<file path="src/rtl/vector_control_unit_if.sv">
// Decode/execute boundary bundle for vector_control_unit: decode-side request
// fields plus E-stage control word, with master (front end) and slave (unit) views.
interface vector_control_unit_if #(
  parameter int LANES = 4,
  parameter int VLEN  = 16
);
  localparam int NCH_MAX = VLEN / LANES;
  localparam int CW      = (NCH_MAX > 1) ? $clog2(NCH_MAX) : 1;

  logic             InstrValidD;
  logic [1:0]       Op;
  logic [5:0]       Funct;
  logic [3:0]       Rd;
  logic [CW+2:0]    VecLenD;
  logic             StallE;
  logic             FlushE;
  logic             BusyD;
  logic             PCSrcE;
  logic             RegWriteE;
  logic             MemToRegE;
  logic             MemWriteE;
  logic             BranchE;
  logic             ALUSrcE;
  logic             NoWriteE;
  logic [3:0]       ALUControlE;
  logic [1:0]       ImmSrcE;
  logic [1:0]       RegSrcE;
  logic             VecActiveE;
  logic             VecWriteE;
  logic [CW-1:0]    VecChunkE;
  logic             VecLastE;
  logic [LANES-1:0] VecMaskE;

  modport master (
    output InstrValidD, Op, Funct, Rd, VecLenD, StallE, FlushE,
    input  BusyD, PCSrcE, RegWriteE, MemToRegE, MemWriteE, BranchE, ALUSrcE, NoWriteE,
    input  ALUControlE, ImmSrcE, RegSrcE, VecActiveE, VecWriteE, VecChunkE, VecLastE, VecMaskE
  );

  modport slave (
    input  InstrValidD, Op, Funct, Rd, VecLenD, StallE, FlushE,
    output BusyD, PCSrcE, RegWriteE, MemToRegE, MemWriteE, BranchE, ALUSrcE, NoWriteE,
    output ALUControlE, ImmSrcE, RegSrcE, VecActiveE, VecWriteE, VecChunkE, VecLastE, VecMaskE
  );
endinterface

</file>
<file path="src/rtl/vector_control_unit.sv">
// Decode-stage control unit: scalar decode into a registered E word plus an IDLE/RUN
// sequencer that issues vector ops as LANES-wide chunks. Optional macro: VCU_TAIL_MASK_EN.
module vector_control_unit #(
  parameter int LANES = 4,
  parameter int VLEN  = 16
) (
  input  logic                 clk,
  input  logic                 reset,
  vector_control_unit_if.slave bus
);
  localparam int NCH_MAX = VLEN / LANES;
  localparam int CW      = (NCH_MAX > 1) ? $clog2(NCH_MAX) : 1;

  localparam logic [0:0] S_IDLE = 1'b0;
  localparam logic [0:0] S_RUN  = 1'b1;

  typedef struct packed {
    logic             pcsrc;
    logic             reg_write;
    logic             mem_to_reg;
    logic             mem_write;
    logic             branch;
    logic             alu_src;
    logic             no_write;
    logic [3:0]       alu_control;
    logic [1:0]       imm_src;
    logic [1:0]       reg_src;
    logic             vec_active;
    logic             vec_write;
    logic [CW-1:0]    vec_chunk;
    logic             vec_last;
    logic [LANES-1:0] vec_mask;
  } eword_t;

  logic [0:0]       state_q, state_d;
  logic [CW-1:0]    chunk_q, chunk_d;
  logic [CW-1:0]    last_idx_q, last_idx_d;
  logic [LANES-1:0] tail_mask_q, tail_mask_d;
  eword_t           vword_q, vword_d;
  eword_t           e_q, e_d;

  eword_t           dec_s;
  logic             alu_op_s;
  logic             vec_ok_s;
  logic [CW-1:0]    last_idx_s;
  logic [LANES-1:0] tail_mask_s;
  logic [CW-1:0]    chunk_nx_s;

`ifdef VCU_TAIL_MASK_EN
  // Clamp the requested length to 1..VLEN and derive last chunk index and tail mask.
  always_comb begin : len_calc
    logic [31:0] len_v;
    logic [31:0] rem_v;
    len_v = 32'(bus.VecLenD);
    if (len_v == 32'd0) begin
      len_v = 32'd1;
    end else if (len_v > 32'(VLEN)) begin
      len_v = 32'(VLEN);
    end else begin
      len_v = len_v;
    end
    rem_v       = len_v % 32'(LANES);
    last_idx_s  = CW'((len_v - 32'd1) / 32'(LANES));
    tail_mask_s = (rem_v == 32'd0) ? {LANES{1'b1}} : LANES'((32'd1 << rem_v) - 32'd1);
  end
`else
  logic unused_len_s;
  assign unused_len_s = ^bus.VecLenD;
  assign last_idx_s   = CW'(NCH_MAX - 1);
  assign tail_mask_s  = {LANES{1'b1}};
`endif

  // Decode the D-stage instruction into the word E would receive on acceptance.
  always_comb begin
    dec_s    = '0;
    alu_op_s = 1'b0;
    vec_ok_s = 1'b0;
    if (!bus.InstrValidD) begin
      dec_s = '0;
    end else begin
      case (bus.Op)
        2'b00: begin
          dec_s.alu_src   = bus.Funct[5];
          dec_s.reg_write = 1'b1;
          alu_op_s        = 1'b1;
        end
        2'b01: begin
          dec_s.imm_src    = 2'b01;
          dec_s.alu_src    = 1'b1;
          dec_s.mem_to_reg = 1'b1;
          if (bus.Funct[0]) begin
            dec_s.reg_src   = 2'b01;
            dec_s.reg_write = 1'b1;
          end else begin
            dec_s.reg_src   = 2'b10;
            dec_s.mem_write = 1'b1;
          end
        end
        2'b10: begin
          dec_s.reg_src = 2'b01;
          dec_s.imm_src = 2'b10;
          dec_s.alu_src = 1'b1;
          dec_s.branch  = 1'b1;
        end
        2'b11: begin
          // Vector ALU chunks carry Funct[4:1] as the lane op; VLD/VST use add for addressing.
          if (!bus.Funct[4]) begin
            vec_ok_s          = 1'b1;
            dec_s.vec_write   = 1'b1;
            dec_s.alu_control = bus.Funct[4:1];
          end else if (bus.Funct[4:1] == 4'b1001) begin
            vec_ok_s         = 1'b1;
            dec_s.mem_to_reg = 1'b1;
            dec_s.vec_write  = 1'b1;
          end else if (bus.Funct[4:1] == 4'b1010) begin
            vec_ok_s        = 1'b1;
            dec_s.mem_write = 1'b1;
          end else begin
            vec_ok_s = 1'b0;
          end
          if (vec_ok_s) begin
            dec_s.alu_src    = bus.Funct[5];
            dec_s.vec_active = 1'b1;
            dec_s.vec_last   = (last_idx_s == '0);
            dec_s.vec_mask   = (last_idx_s == '0) ? tail_mask_s : {LANES{1'b1}};
          end else begin
            dec_s = '0;
          end
        end
        default: dec_s = '0;
      endcase
      if (bus.Op != 2'b11) begin
        if (alu_op_s) begin
          if (!bus.Funct[4]) begin
            dec_s.alu_control = bus.Funct[4:1];
          end else if (bus.Funct[4:1] == 4'b1000) begin
            dec_s.alu_control = 4'b0001;
            dec_s.no_write    = 1'b1;
          end else begin
            dec_s.alu_control = 4'b0000;
          end
        end else begin
          dec_s.alu_control = bus.Funct[5] ? 4'b0000 : 4'b0001;
        end
        dec_s.pcsrc = ((bus.Rd == 4'hF) & dec_s.reg_write & ~dec_s.no_write) | dec_s.branch;
      end else begin
        dec_s.pcsrc = 1'b0;
      end
    end
  end

  assign chunk_nx_s = chunk_q + CW'(1);

  // Sequencer next state: flush beats stall; a RUN sequence mid-flight re-issues the latched word.
  always_comb begin
    state_d     = state_q;
    chunk_d     = chunk_q;
    last_idx_d  = last_idx_q;
    tail_mask_d = tail_mask_q;
    vword_d     = vword_q;
    e_d         = e_q;
    if (bus.FlushE) begin
      e_d     = '0;
      state_d = S_IDLE;
      chunk_d = '0;
    end else if (bus.StallE) begin
      e_d = e_q;
    end else if ((state_q == S_RUN) && (chunk_q != last_idx_q)) begin
      chunk_d      = chunk_nx_s;
      e_d          = vword_q;
      e_d.vec_chunk = chunk_nx_s;
      e_d.vec_last  = (chunk_nx_s == last_idx_q);
      e_d.vec_mask  = (chunk_nx_s == last_idx_q) ? tail_mask_q : {LANES{1'b1}};
    end else begin
      e_d     = dec_s;
      state_d = S_IDLE;
      chunk_d = '0;
      if (vec_ok_s && (last_idx_s != '0)) begin
        state_d     = S_RUN;
        vword_d     = dec_s;
        last_idx_d  = last_idx_s;
        tail_mask_d = tail_mask_s;
      end else begin
        state_d = S_IDLE;
      end
    end
  end

  // State, sequencer latches and the registered E word.
  always_ff @(posedge clk or negedge reset) begin
    if (!reset) begin
      state_q     <= S_IDLE;
      chunk_q     <= '0;
      last_idx_q  <= '0;
      tail_mask_q <= '0;
      vword_q     <= '0;
      e_q         <= '0;
    end else begin
      state_q     <= state_d;
      chunk_q     <= chunk_d;
      last_idx_q  <= last_idx_d;
      tail_mask_q <= tail_mask_d;
      vword_q     <= vword_d;
      e_q         <= e_d;
    end
  end

  assign bus.BusyD = bus.StallE ? ((state_q == S_RUN) | vec_ok_s)
                                : ((state_q == S_RUN) & (chunk_q != last_idx_q));

  assign bus.PCSrcE      = e_q.pcsrc;
  assign bus.RegWriteE   = e_q.reg_write;
  assign bus.MemToRegE   = e_q.mem_to_reg;
  assign bus.MemWriteE   = e_q.mem_write;
  assign bus.BranchE     = e_q.branch;
  assign bus.ALUSrcE     = e_q.alu_src;
  assign bus.NoWriteE    = e_q.no_write;
  assign bus.ALUControlE = e_q.alu_control;
  assign bus.ImmSrcE     = e_q.imm_src;
  assign bus.RegSrcE     = e_q.reg_src;
  assign bus.VecActiveE  = e_q.vec_active;
  assign bus.VecWriteE   = e_q.vec_write;
  assign bus.VecChunkE   = e_q.vec_chunk;
  assign bus.VecLastE    = e_q.vec_last;
  assign bus.VecMaskE    = e_q.vec_mask;
endmodule

</file>
<file path="src/flat_wrapper.sv">
// flat-port wrapper written by rule: the top's interface ports become plain ports
module vector_control_unit_flat 
#(
  parameter int LANES = 4,
  parameter int VLEN  = 16
)
  (clk, reset, bus_InstrValidD, bus_Op, bus_Funct, bus_Rd, bus_VecLenD, bus_StallE, bus_FlushE, bus_BusyD, bus_PCSrcE, bus_RegWriteE, bus_MemToRegE, bus_MemWriteE, bus_BranchE, bus_ALUSrcE, bus_NoWriteE, bus_ALUControlE, bus_ImmSrcE, bus_RegSrcE, bus_VecActiveE, bus_VecWriteE, bus_VecChunkE, bus_VecLastE, bus_VecMaskE);
  vector_control_unit_if #(.LANES(LANES), .VLEN(VLEN)) bus_i ();
  input  logic clk;
  input  logic reset;
  input wire logic [$bits(bus_i.InstrValidD)-1:0] bus_InstrValidD;
  input wire logic [$bits(bus_i.Op)-1:0] bus_Op;
  input wire logic [$bits(bus_i.Funct)-1:0] bus_Funct;
  input wire logic [$bits(bus_i.Rd)-1:0] bus_Rd;
  input wire logic [$bits(bus_i.VecLenD)-1:0] bus_VecLenD;
  input wire logic [$bits(bus_i.StallE)-1:0] bus_StallE;
  input wire logic [$bits(bus_i.FlushE)-1:0] bus_FlushE;
  output wire logic [$bits(bus_i.BusyD)-1:0] bus_BusyD;
  output wire logic [$bits(bus_i.PCSrcE)-1:0] bus_PCSrcE;
  output wire logic [$bits(bus_i.RegWriteE)-1:0] bus_RegWriteE;
  output wire logic [$bits(bus_i.MemToRegE)-1:0] bus_MemToRegE;
  output wire logic [$bits(bus_i.MemWriteE)-1:0] bus_MemWriteE;
  output wire logic [$bits(bus_i.BranchE)-1:0] bus_BranchE;
  output wire logic [$bits(bus_i.ALUSrcE)-1:0] bus_ALUSrcE;
  output wire logic [$bits(bus_i.NoWriteE)-1:0] bus_NoWriteE;
  output wire logic [$bits(bus_i.ALUControlE)-1:0] bus_ALUControlE;
  output wire logic [$bits(bus_i.ImmSrcE)-1:0] bus_ImmSrcE;
  output wire logic [$bits(bus_i.RegSrcE)-1:0] bus_RegSrcE;
  output wire logic [$bits(bus_i.VecActiveE)-1:0] bus_VecActiveE;
  output wire logic [$bits(bus_i.VecWriteE)-1:0] bus_VecWriteE;
  output wire logic [$bits(bus_i.VecChunkE)-1:0] bus_VecChunkE;
  output wire logic [$bits(bus_i.VecLastE)-1:0] bus_VecLastE;
  output wire logic [$bits(bus_i.VecMaskE)-1:0] bus_VecMaskE;
  assign bus_i.InstrValidD = bus_InstrValidD;
  assign bus_i.Op = bus_Op;
  assign bus_i.Funct = bus_Funct;
  assign bus_i.Rd = bus_Rd;
  assign bus_i.VecLenD = bus_VecLenD;
  assign bus_i.StallE = bus_StallE;
  assign bus_i.FlushE = bus_FlushE;
  assign bus_BusyD = bus_i.BusyD;
  assign bus_PCSrcE = bus_i.PCSrcE;
  assign bus_RegWriteE = bus_i.RegWriteE;
  assign bus_MemToRegE = bus_i.MemToRegE;
  assign bus_MemWriteE = bus_i.MemWriteE;
  assign bus_BranchE = bus_i.BranchE;
  assign bus_ALUSrcE = bus_i.ALUSrcE;
  assign bus_NoWriteE = bus_i.NoWriteE;
  assign bus_ALUControlE = bus_i.ALUControlE;
  assign bus_ImmSrcE = bus_i.ImmSrcE;
  assign bus_RegSrcE = bus_i.RegSrcE;
  assign bus_VecActiveE = bus_i.VecActiveE;
  assign bus_VecWriteE = bus_i.VecWriteE;
  assign bus_VecChunkE = bus_i.VecChunkE;
  assign bus_VecLastE = bus_i.VecLastE;
  assign bus_VecMaskE = bus_i.VecMaskE;
  vector_control_unit #(.LANES(LANES), .VLEN(VLEN)) u_core (.clk(clk), .reset(reset), .bus(bus_i));
endmodule
</file>
<file path="config.mk">
export PLATFORM = sky130hd
export DESIGN_NAME = vector_control_unit_flat
export DESIGN_NICKNAME = d
export VERILOG_FILES = /design/src/rtl/vector_control_unit_if.sv /design/src/rtl/vector_control_unit.sv /design/src/flat_wrapper.sv
export SDC_FILE = /design/constraint.sdc
export NUM_CORES = 1
export LEC_CHECK = 0
export BUFFER_PORTS_ARGS = -buffer_cell sky130_fd_sc_hd__buf_4
export CORE_MARGIN = 3
export CORE_UTILIZATION = 55
export CTS_BUF_LIST = sky130_fd_sc_hd__clkbuf_4
export CTS_CLUSTER_DIAMETER = 120
export DETAILED_ROUTE_END_ITERATION = 6
export PLACE_DENSITY = 0.81
export SLEW_MARGIN = 20
export SYNTH_ARGS = -nofsm -noshare
export SYNTH_HDL_FRONTEND = slang
export SYNTH_SLANG_ARGS = --single-unit
</file>
<file path="constraint.sdc">
create_clock -name clk -period 1.9 [get_ports clk]
set_input_delay 0.38 -clock clk [delete_from_list [all_inputs] [get_ports clk]]
set_output_delay 0.38 -clock clk [all_outputs]
set_load 0.05 [all_outputs]
</file>
## Word-level counts from Yosys, hierarchy flattened

Cells that the tools add are included.

- Output and inout port bits: 25
- Input port bits: 22
- Memories: 0
- Word-level logic and storage cells: 114
- Flip-flop bits (word level): 46
- Latch bits: 0
- Bits in writable memories: 0
- Memory bits (read-only): 0

- Reduce and logical (&&, ||, !) cells: 5
- Magnitude comparators: 0
- $mul: 0
- Multiplexer cells: 56
- Div/mod/pow operators: 0
- Shifts and indexed selects: 0
- Bitwise operators: 9
- Equal/unequal tests: 12
- Add/sub/neg operators: 1

Operator list:

| operator | number |
|---|---|
| two-way mux 24 bit | 4 |
| two-way mux 1 bit | 31 |
| equality test 4 bit (second input constant) | 4 |
| two-way mux 4 bit | 4 |
| case mux 4 bit (3 select lines) | 1 |
| two-way mux 2 bit | 5 |
| two-way mux 5 bit | 2 |
| two-way mux 3 bit | 3 |
| two-way mux 9 bit | 1 |
| two-way mux 7 bit | 1 |
| case mux 1 bit (3 select lines) | 2 |
| equality test 2 bit (second input constant) | 2 |
| != test 2 bit (second input constant) | 2 |
| NOT 1 bit | 4 |
| case mux 2 bit (2 select lines) | 1 |
| AND reduction 4 bit | 1 |
| AND 1 bit | 3 |
| adder 2 x 1 -> 2 bit (second input constant) | 1 |
| equality test 2 x 1 -> 1 bit (second input constant) | 1 |
| equality test 2 bit | 1 |
| logical NOT 2 bit | 1 |
| != test 2 x 1 -> 1 bit (second input constant) | 1 |
| != test 2 bit | 1 |
| OR 1 bit | 2 |
| 4 further kinds | 4 |

## Logic depth before layout (Yosys ltp)

Gate-level depths: netlist of the first run.

- Depth in word-level cells: 21
- Gate-level depth with buffers: 6
- Gate-level depth less buffers: 6

## Worst setup path after synthesis of the first run

OpenSTA, ideal clock, no wires.

- Path kind: reg2out
- From: register u_core.chunk_q[0]
- To: output bus_BusyD
- Cell stages (with the launch flop): 6
- Required time: 1.520 ns
- Path buffers: 2
- Arrival time: 2.298 ns
- Slack: -0.778 ns
- Cells stage by stage: dfrtp_1 > nor3_1 > or3b_1 > buf_6 > buf_6 > a21oi_1

- Longest elaborated chain between the ends: 3

RTL lines:

| what | line | text |
|---|---|---|
| start, declared | vector_control_unit.sv:36 | `logic [CW-1:0] chunk_q, chunk_d;` |
| start signal, assigned | vector_control_unit.sv:200 | `chunk_q <= chunk_d;` |
| != test 2 bit | vector_control_unit.sv:209 | `: ((state_q == S_RUN) & (chunk_q != last_idx_q));` |
| AND 1 bit | vector_control_unit.sv:209 |  |
| two-way mux 1 bit | vector_control_unit.sv:208 | `assign bus.BusyD = bus.StallE ? ((state_q == S_RUN) \| vec_ok_s)` |
| end, declared | flat_wrapper.sv:18 | `output wire logic [$bits(bus_i.BusyD)-1:0] bus_BusyD;` |

No other way between the ends.

==> flow_summary.ini, run 1 <==
[placement]
dpl-instance-area_um2 = 2459
place.gp.congestion = 0.9371
numPortBuffers = 40
place_hpwl_um = 3362

[routing]
dr.pass1.iters = 4
dr.first_iter.drc_count = 136
viasPerCell = 5.730
vias = 1759
drc = 0
wl_per_cell_um = 15.38
wirelength_um = 4722
drtAntennaViolNets = 0

[layout]
fin_area_um2 = 2569
num-nets-final = 289
antenna_cells = 0
area_growth_pct = 25.03
drive_gt1_frac = 0.3142

[grt]
grt-ovfl-total = 0
antenna_found_initial = 0
grt_pass1_vias = 1703
grt_max_degree = 39
grt_pass1_wl_um = 8010
track_usage = 0.2410

[cts]
cts_tree = done
cts_made_buffers = 5
cts_buffer_depth = 2
clkTransAtPathRegs_ns = 0.10
clock_sinks = 38
clkLatencyLatePin_ns = 0.35
cts_root_buf = clkbuf_4
cts_max_level = 2

[yosys]
synth_compound_area_frac = 0.1364
synth_top_family_by_area = simple AND/OR/NAND/NOR gates
ys_seq_area_frac = 0.4629
avgSynthCellArea_um2 = 9.925
yosys_warnings = 0
post_synth_xor_area_fraction = 0.008526
muxShareOfSynthArea = 0.07734
synth-seq-cells = 38
synthArstFlopShare = 1.000
ys_types = 46
synth_edf_count = 0
synth_nets = 235
synth-main-ff-cell = dfrtp_1
syn_inst = 207
synth_area_um2 = 2054
synthAdderAreaFrac = 0.03654
synth-simple-area-share = 0.1985

[sta]
rsz0062_at_grt = yes
slew_violations = 0
finalSetupViolCount = 1
fin_crit_sh = 1.084
hold_violations = 0
clock_skew_ns = 0.01379
fin_crit_ns = 2.059
final.setup.tns_ns = -0.1593
hold_slack_ns = 0.3172
setup_slack_ns = -0.1593
fmax_mhz = 485.6

[worst_hold_path]
hold_depth = 3
hold_path_end = u_core.vword_q[20]
hold_path_startpoint = bus_InstrValidD
min_path_type = input port to register

[worst_setup_path]
worstRegToRegCells = 5
worstSetupPathType = register to output pin
cp-end-kind = output pin
critPathLaunchType = register
critPathMaxFanout = 3
timing.rr.start = u_core.bus.VecChunkE[1]
regToRegEndpoint = u_core.vword_q[10]
rrSetupSlack_ns = 0.09
crit_required_ns = 1.52
arrival_ns = 1.68

[outcome]
outcome = finished with violations
failed_checks = setup timing

[pwr]
peakVddDrop_mv = 0.5597
power_leakage_nw = 1.256
power.density_nw_per_um2 = 723.2

[die]
io_pins = 47
placementRows = 21
die_h_um = 67.12
start_util = 0.5924
die_x_um = 67.12
core_area_um2 = 3468
die_area_um2 = 4504

[flow_run]
drv_cap = 0
-- critical path: stages (launching register included) --
cell and delay, ns:
dfrtp_2 0.43, and3_4 0.19, or3b_4 0.39, a21oi_4 0.15, buf_6 0.17
-- kinds of logic (layout without fill, tap and decap cells) --
| logic type | count (synthesis) | after routing |
|---|---|---|
| AND/OR/NAND/NOR | 78 | 78 |
| AO/OA/AOI/OAI | 39 | 39 |
| flip-flops | 38 | 38 |
| buffers and inverters | 28 | 82 |
| multiplexers | 15 | 15 |
| adder cells (fa/ha/maj) | 6 | 6 |
| XOR/XNOR | 2 | 2 |
| other | 1 | 1 |
-- registers in the layout, summed over array words and instances (netlist names), 2 cells and up --
register,flops
u_core.bus.RegSrcE,2
u_core.vword_q,16
u_core.bus.ALUControlE,3
u_core.bus.ImmSrcE,2
-- synth_stat cells, types with 2 or more instances --
master / count / area [um2]
o221ai_1: 3 / 26.28
a31oi_1: 2 / 12.51
nor2_1: 17 / 63.81
nand3_1: 7 / 35.03
inv_1: 14 / 52.55
nand3b_1: 2 / 15.01
a311oi_1: 8 / 70.07
a221oi_1: 2 / 17.52
a21oi_1: 8 / 40.04
o21ai_0: 6 / 30.03
and2_1: 2 / 12.51
nor3_1: 4 / 20.02
a22oi_1: 3 / 22.52
buf_4: 4 / 30.03
nand2b_1: 3 / 18.77
dfrtp_1: 38 / 950.9
nor4bb_1: 2 / 20.02
mux2i_1: 8 / 80.08
ha_1: 6 / 75.07
clkbuf_1: 5 / 18.77
mux2_2: 7 / 78.83
xnor2_1: 2 / 17.52
buf_6: 3 / 33.78
nand2_1: 29 / 108.9
-- cell type report --
cell class,instances,area [um2]
fillers,273,899.6
clock buffers,5,37.54
inverters,14,52.55
clock inverters,2,33.78
repair buffers,61,476.7
multi-input cells,141,957.2
well taps,46,57.56
flip-flops and latches,38,953.4
-- where the power goes --
group | switching [W] | internal [W] | leakage (nW)
Clock | 0.000259 | 0.000266 | 0.0387
Sequential | 0.0000403 | 0.000894 | 0.495
Combinational | 0.000239 | 0.000159 | 0.723
-- repair_timing --
item	4_1_cts	5_1_grt
setup buffers	3	0
setup endpoints to repair	1	1
hold buffers	1	0
pin swaps	1	3
endpoints found under the hold margin	38	0
resized for setup	2	0
-- worst max-delay path by stage --
| stage | from | to | slack (ns) | cells past startpoint |
|---|---|---|---|---|
| after floorplan | u_core.bus.VecChunkE[1] | bus_BusyD | -0.15 | 5 |
| after global placement | bus_Op[0] | bus_BusyD | 0.05 | 7 |
| after detailed placement | bus_Op[0] | bus_BusyD | 0.02 | 7 |
| after CTS | u_core.chunk_q[0] | bus_BusyD | -0.16 | 4 |
| after global routing | u_core.bus.VecChunkE[1] | bus_BusyD | -0.23 | 4 |
| final | u_core.bus.VecChunkE[1] | bus_BusyD | -0.16 | 4 |
-- routing by layer --
| layer | track usage | part of all wire | vias to the layer above |
|---|---|---|---|
| met5 | 0 | 0 | - |
| met4 | 0.09620 | 0.015 | 0 |
| met3 | 0.05902 | 0.057 | 6 |
| met2 | 0.3877 | 0.48 | 65 |
| met1 | 0.3099 | 0.45 | 859 |
| li1 | - | - | 829 |
-- metrics by stage --
stage               worst slack, ns  power [W]  utilization  cells
global placement            0.05042   0.001321       0.7089    296
floorplan                   -0.1539   0.001193            -    207
finish                      -0.1593   0.001858       0.7406    307
CTS                         -0.1631   0.001869       0.7406    307
detailed placement          0.01733   0.001336       0.7089    296
global route                -0.2282   0.001963       0.7406    307
-- layout by cell type (no fill, tap or decap), drive strengths merged, types with 5 or more instances in the layout --
master,Yosys,layout
nor2,17,17
mux2i,8,8
a311oi,8,8
nand3,8,8
mux2,7,7
nand2,29,29
o21ai,6,6
clkbuf,5,5
a21oi,8,8
ha,6,6
buf,9,60
dfrtp,38,38
inv,14,14
(Power assumes the default switching activity.)
==> run 2: changes to the inputs <==
--- a/config.mk
+++ b/config.mk
@@ -5,13 +5,14 @@
 export SDC_FILE = /design/constraint.sdc
 export NUM_CORES = 1
 export LEC_CHECK = 0
+export ABC_AREA = 1
 export BUFFER_PORTS_ARGS = -buffer_cell sky130_fd_sc_hd__buf_4
 export CORE_MARGIN = 3
 export CORE_UTILIZATION = 55
 export CTS_BUF_LIST = sky130_fd_sc_hd__clkbuf_4
 export CTS_CLUSTER_DIAMETER = 120
 export DETAILED_ROUTE_END_ITERATION = 6
-export PLACE_DENSITY = 0.81
+export PLACE_DENSITY = 0.92
 export SLEW_MARGIN = 20
 export SYNTH_ARGS = -nofsm -noshare
 export SYNTH_HDL_FRONTEND = slang
==> run 2 against run 1 <==
Compared with the run above:
- the run now ends clean
- via count rose by 4.4%
- utilization fell by 3.5 points
- count of clock-buffer cells in the layout rose by 1
- final cell count rose by 16%
- die area fell by 1.7%
- hold slack got worse by 0.0040 ns
- maximum frequency rose by 11%
- sequential power fell by 4.2%
- sequential share of layout area rose by 2.1 points
- sequential cell count did not move
- critical path depth rose by 5
- largest cell class is now registers
- largest power group unchanged
==> flow_summary.ini, run 2 <==
[pwr]
power.density_nw_per_um2 = 684.3
power_leakage_nw = 1.364
peakVddDrop_mv = 0.5115

[worst_setup_path]
regToRegEndpoint = u_core.vword_q[10]
worstSetupPathType = register to output pin
crit_required_ns = 1.52
arrival_ns = 1.48
rrSetupSlack_ns = 0.14
critPathMaxFanout = 4
worstRegToRegCells = 10
critPathLaunchType = register
cp-end-kind = output pin
timing.rr.start = u_core.last_idx_q[0]
crit_path_end = bus_BusyD
critPathLaunch = u_core.state_q

[sta]
hold_violations = 0
fin_crit_ns = 1.860
setup_slack_ns = 0.04001
finalSetupViolCount = 0
clock_skew_ns = 0.006440
rsz0062_at_grt = yes
fmax_mhz = 537.6
slew_violations = 0
fin_crit_sh = 0.9789

[cts]
clkTransAtPathRegs_ns = 0.10
cts_root_buf = clkbuf_4
clkLatencyLatePin_ns = 0.36
cts_made_buffers = 5
cts_max_level = 2
clock_sinks = 38
cts_tree = done
cts_buffer_depth = 2

[die]
die_x_um = 66.54
start_util = 0.5856
die_h_um = 66.54
io_pins = 47
die_area_um2 = 4428
placementRows = 21
core_area_um2 = 3442

[placement]
numPortBuffers = 40
dp_cells = 344
place_hpwl_um = 3247
pre_cts_ws_ns = 0.07044
place.gp.congestion = 0.8804

[routing]
viasPerCell = 5.146
wl_met2_um = 2302
met1_length_um = 1930
drc = 0
drtAntennaViolNets = 0
wl_per_cell_um = 12.79
dr.pass1.iters = 4
wirelength_um = 4566
dr.max_layer_used = met4
wl_met3_um = 228
dr.first_iter.drc_count = 152
vias = 1837

[grt]
antenna_found_initial = 0
grt_max_degree = 39
grt-ovfl-total = 0
grt_pass1_vias = 1643
grt_pass1_wl_um = 7465
track_usage = 0.2237

[layout]
num-nets-final = 338
final_cell_mix = nand2_1, buf_4, dfrtp_1
area_growth_pct = 20.42
regMostFlops = u_core.vword_q
final_cells = 357
largest_register_ffs = 16
multiInputGateArea_um2 = 893.4
antenna_cells = 0
seqCellArea_um2 = 950.9
utilization = 0.7052
nFillCells = 307
layout_commonest_cell = nand2_1
drive_gt1_frac = 0.2347

[yosys]
synthDominantAreaCellType = dfrtp_1
synthTopCellsByCount = nand2_1, dfrtp_1, inv_1, nor2_1, nand3_1
synth_top_area_frac = 0.4718
synth_area_um2 = 2016
synthArstFlopShare = 1.000
synth-seq-cells = 38
synth_edf_count = 0
synth_area_leaders = dfrtp_1, nand2_1, inv_1, ha_1, nand3_1
avgSynthCellArea_um2 = 7.606
syn_inst = 265
synth_most_common_cell = nand2_1
synth_nets = 293
synth-main-ff-cell = dfrtp_1
yosys_warnings = 0
ys_seq_area_frac = 0.4718
ys_types = 26

[worst_hold_path]
min_path_type = input port to register

[flow_run]
drv_cap = 0

[outcome]
outcome = complete, no violations
==> run 2: cell count changes after synthesis, sizes merged, moves of 3 or more <==
cell / previous run / this run
o21ai: 6 / 10
nand3: 8 / 14
a22oi: 3 / 0
nand2b: 3 / 0
mux2i: 8 / 0
mux2: 7 / 0
o221ai: 3 / 0
inv: 14 / 26
o211ai: 1 / 5
a311oi: 8 / 0
nor3: 4 / 1
nand2: 29 / 119
clkbuf: 5 / 1
==> run 2: how the worst min path moves through the flow <==
stage | startpoint | end | slack [ns] | depth (start not counted)
6_report | bus_FlushE | u_core.bus.VecChunkE[1] | 0.31 | 4
5_1_grt | bus_Funct[0] | u_core.vword_q[10] | 0.33 | 4
4_1_cts | bus_Funct[0] | u_core.vword_q[10] | 0.32 | 4
3_5_place_dp | reset | u_core.bus.ALUControlE[2] | 0.37 | 1
3_3_place_gp | reset | u_core.bus.ALUControlE[2] | 0.36 | 1
2_1_floorplan | reset | u_core.bus.ALUControlE[0] | 0.08 | 0
==> run 2: per-stage QoR <==
| step | total power (W) | area, um2 | setup TNS, ns | hold slack (ns) |
|---|---|---|---|---|
| floorplan | 0.001115 | 2016 | 0 | 0.08441 |
| global placement | 0.001225 | 2325 | 0 | 0.3633 |
| detailed placement | 0.001234 | 2325 | 0 | 0.3691 |
| CTS | 0.001642 | 2407 | 0 | 0.3153 |
| global route | 0.001737 | 2427 | -0.1458 | 0.3262 |
| finish | 0.001661 | 2427 | 0 | 0.3131 |
==> run 2: layer usage <==
metal / track usage / up-vias
li1: - / 908
met1: 0.2854 / 859
met2: 0.3812 / 59
met3: 0.03879 / 11
met4: 0.07614 / 0
met5: 0 / -
==> run 2: timing repair <==
action                                  4_1_cts  5_1_grt
cloned                                        0        0
endpoints found under the setup margin        1        1
hold buffers                                  1        0
gates resized for setup                       1        5
setup buffers                                 2        2
pin swaps                                     0        2
hold endpoints to repair                     38        0
==> run 2: kinds of logic after synthesis <==
family,synth area share
and+or+nand+nor,0.3315
adders and majority gates,0.03724
AOI/OAI and AO/OA,0.06580
xor gates and xnor gates,0.004346
buffers and inverters,0.08752
other,0.001860
DFF,0.4718
==> run 2: cell type report <==
cell class | instances | area share
tap | 46 | 0.02371
sequential | 38 | 0.3918
clock buffer | 6 | 0.01856
clock inverter | 2 | 0.003608
timing repair buffer | 49 | 0.1541
multi-input combinational | 190 | 0.3680
inverter | 26 | 0.04021
==> run 2: power by group <==
part           switching [W]  internal, W  total, W  leakage [nW]
sequential         0.0000340     0.000861  0.000895         0.510
clock               0.000263     0.000153  0.000416        0.0331
combinational       0.000226     0.000124  0.000350         0.820
total               0.000523      0.00114   0.00166          1.36
==> run 2: worst max-delay path, cell delays in order (launching register included) <==
cell and delay (ns):
dfrtp_1 0.39, inv_1 0.06, nor2_1 0.11, nand2_1 0.08
nand2_2 0.09, inv_2 0.04, nand2_1 0.06, o21ai_0 0.08
inv_1 0.07, buf_6 0.15
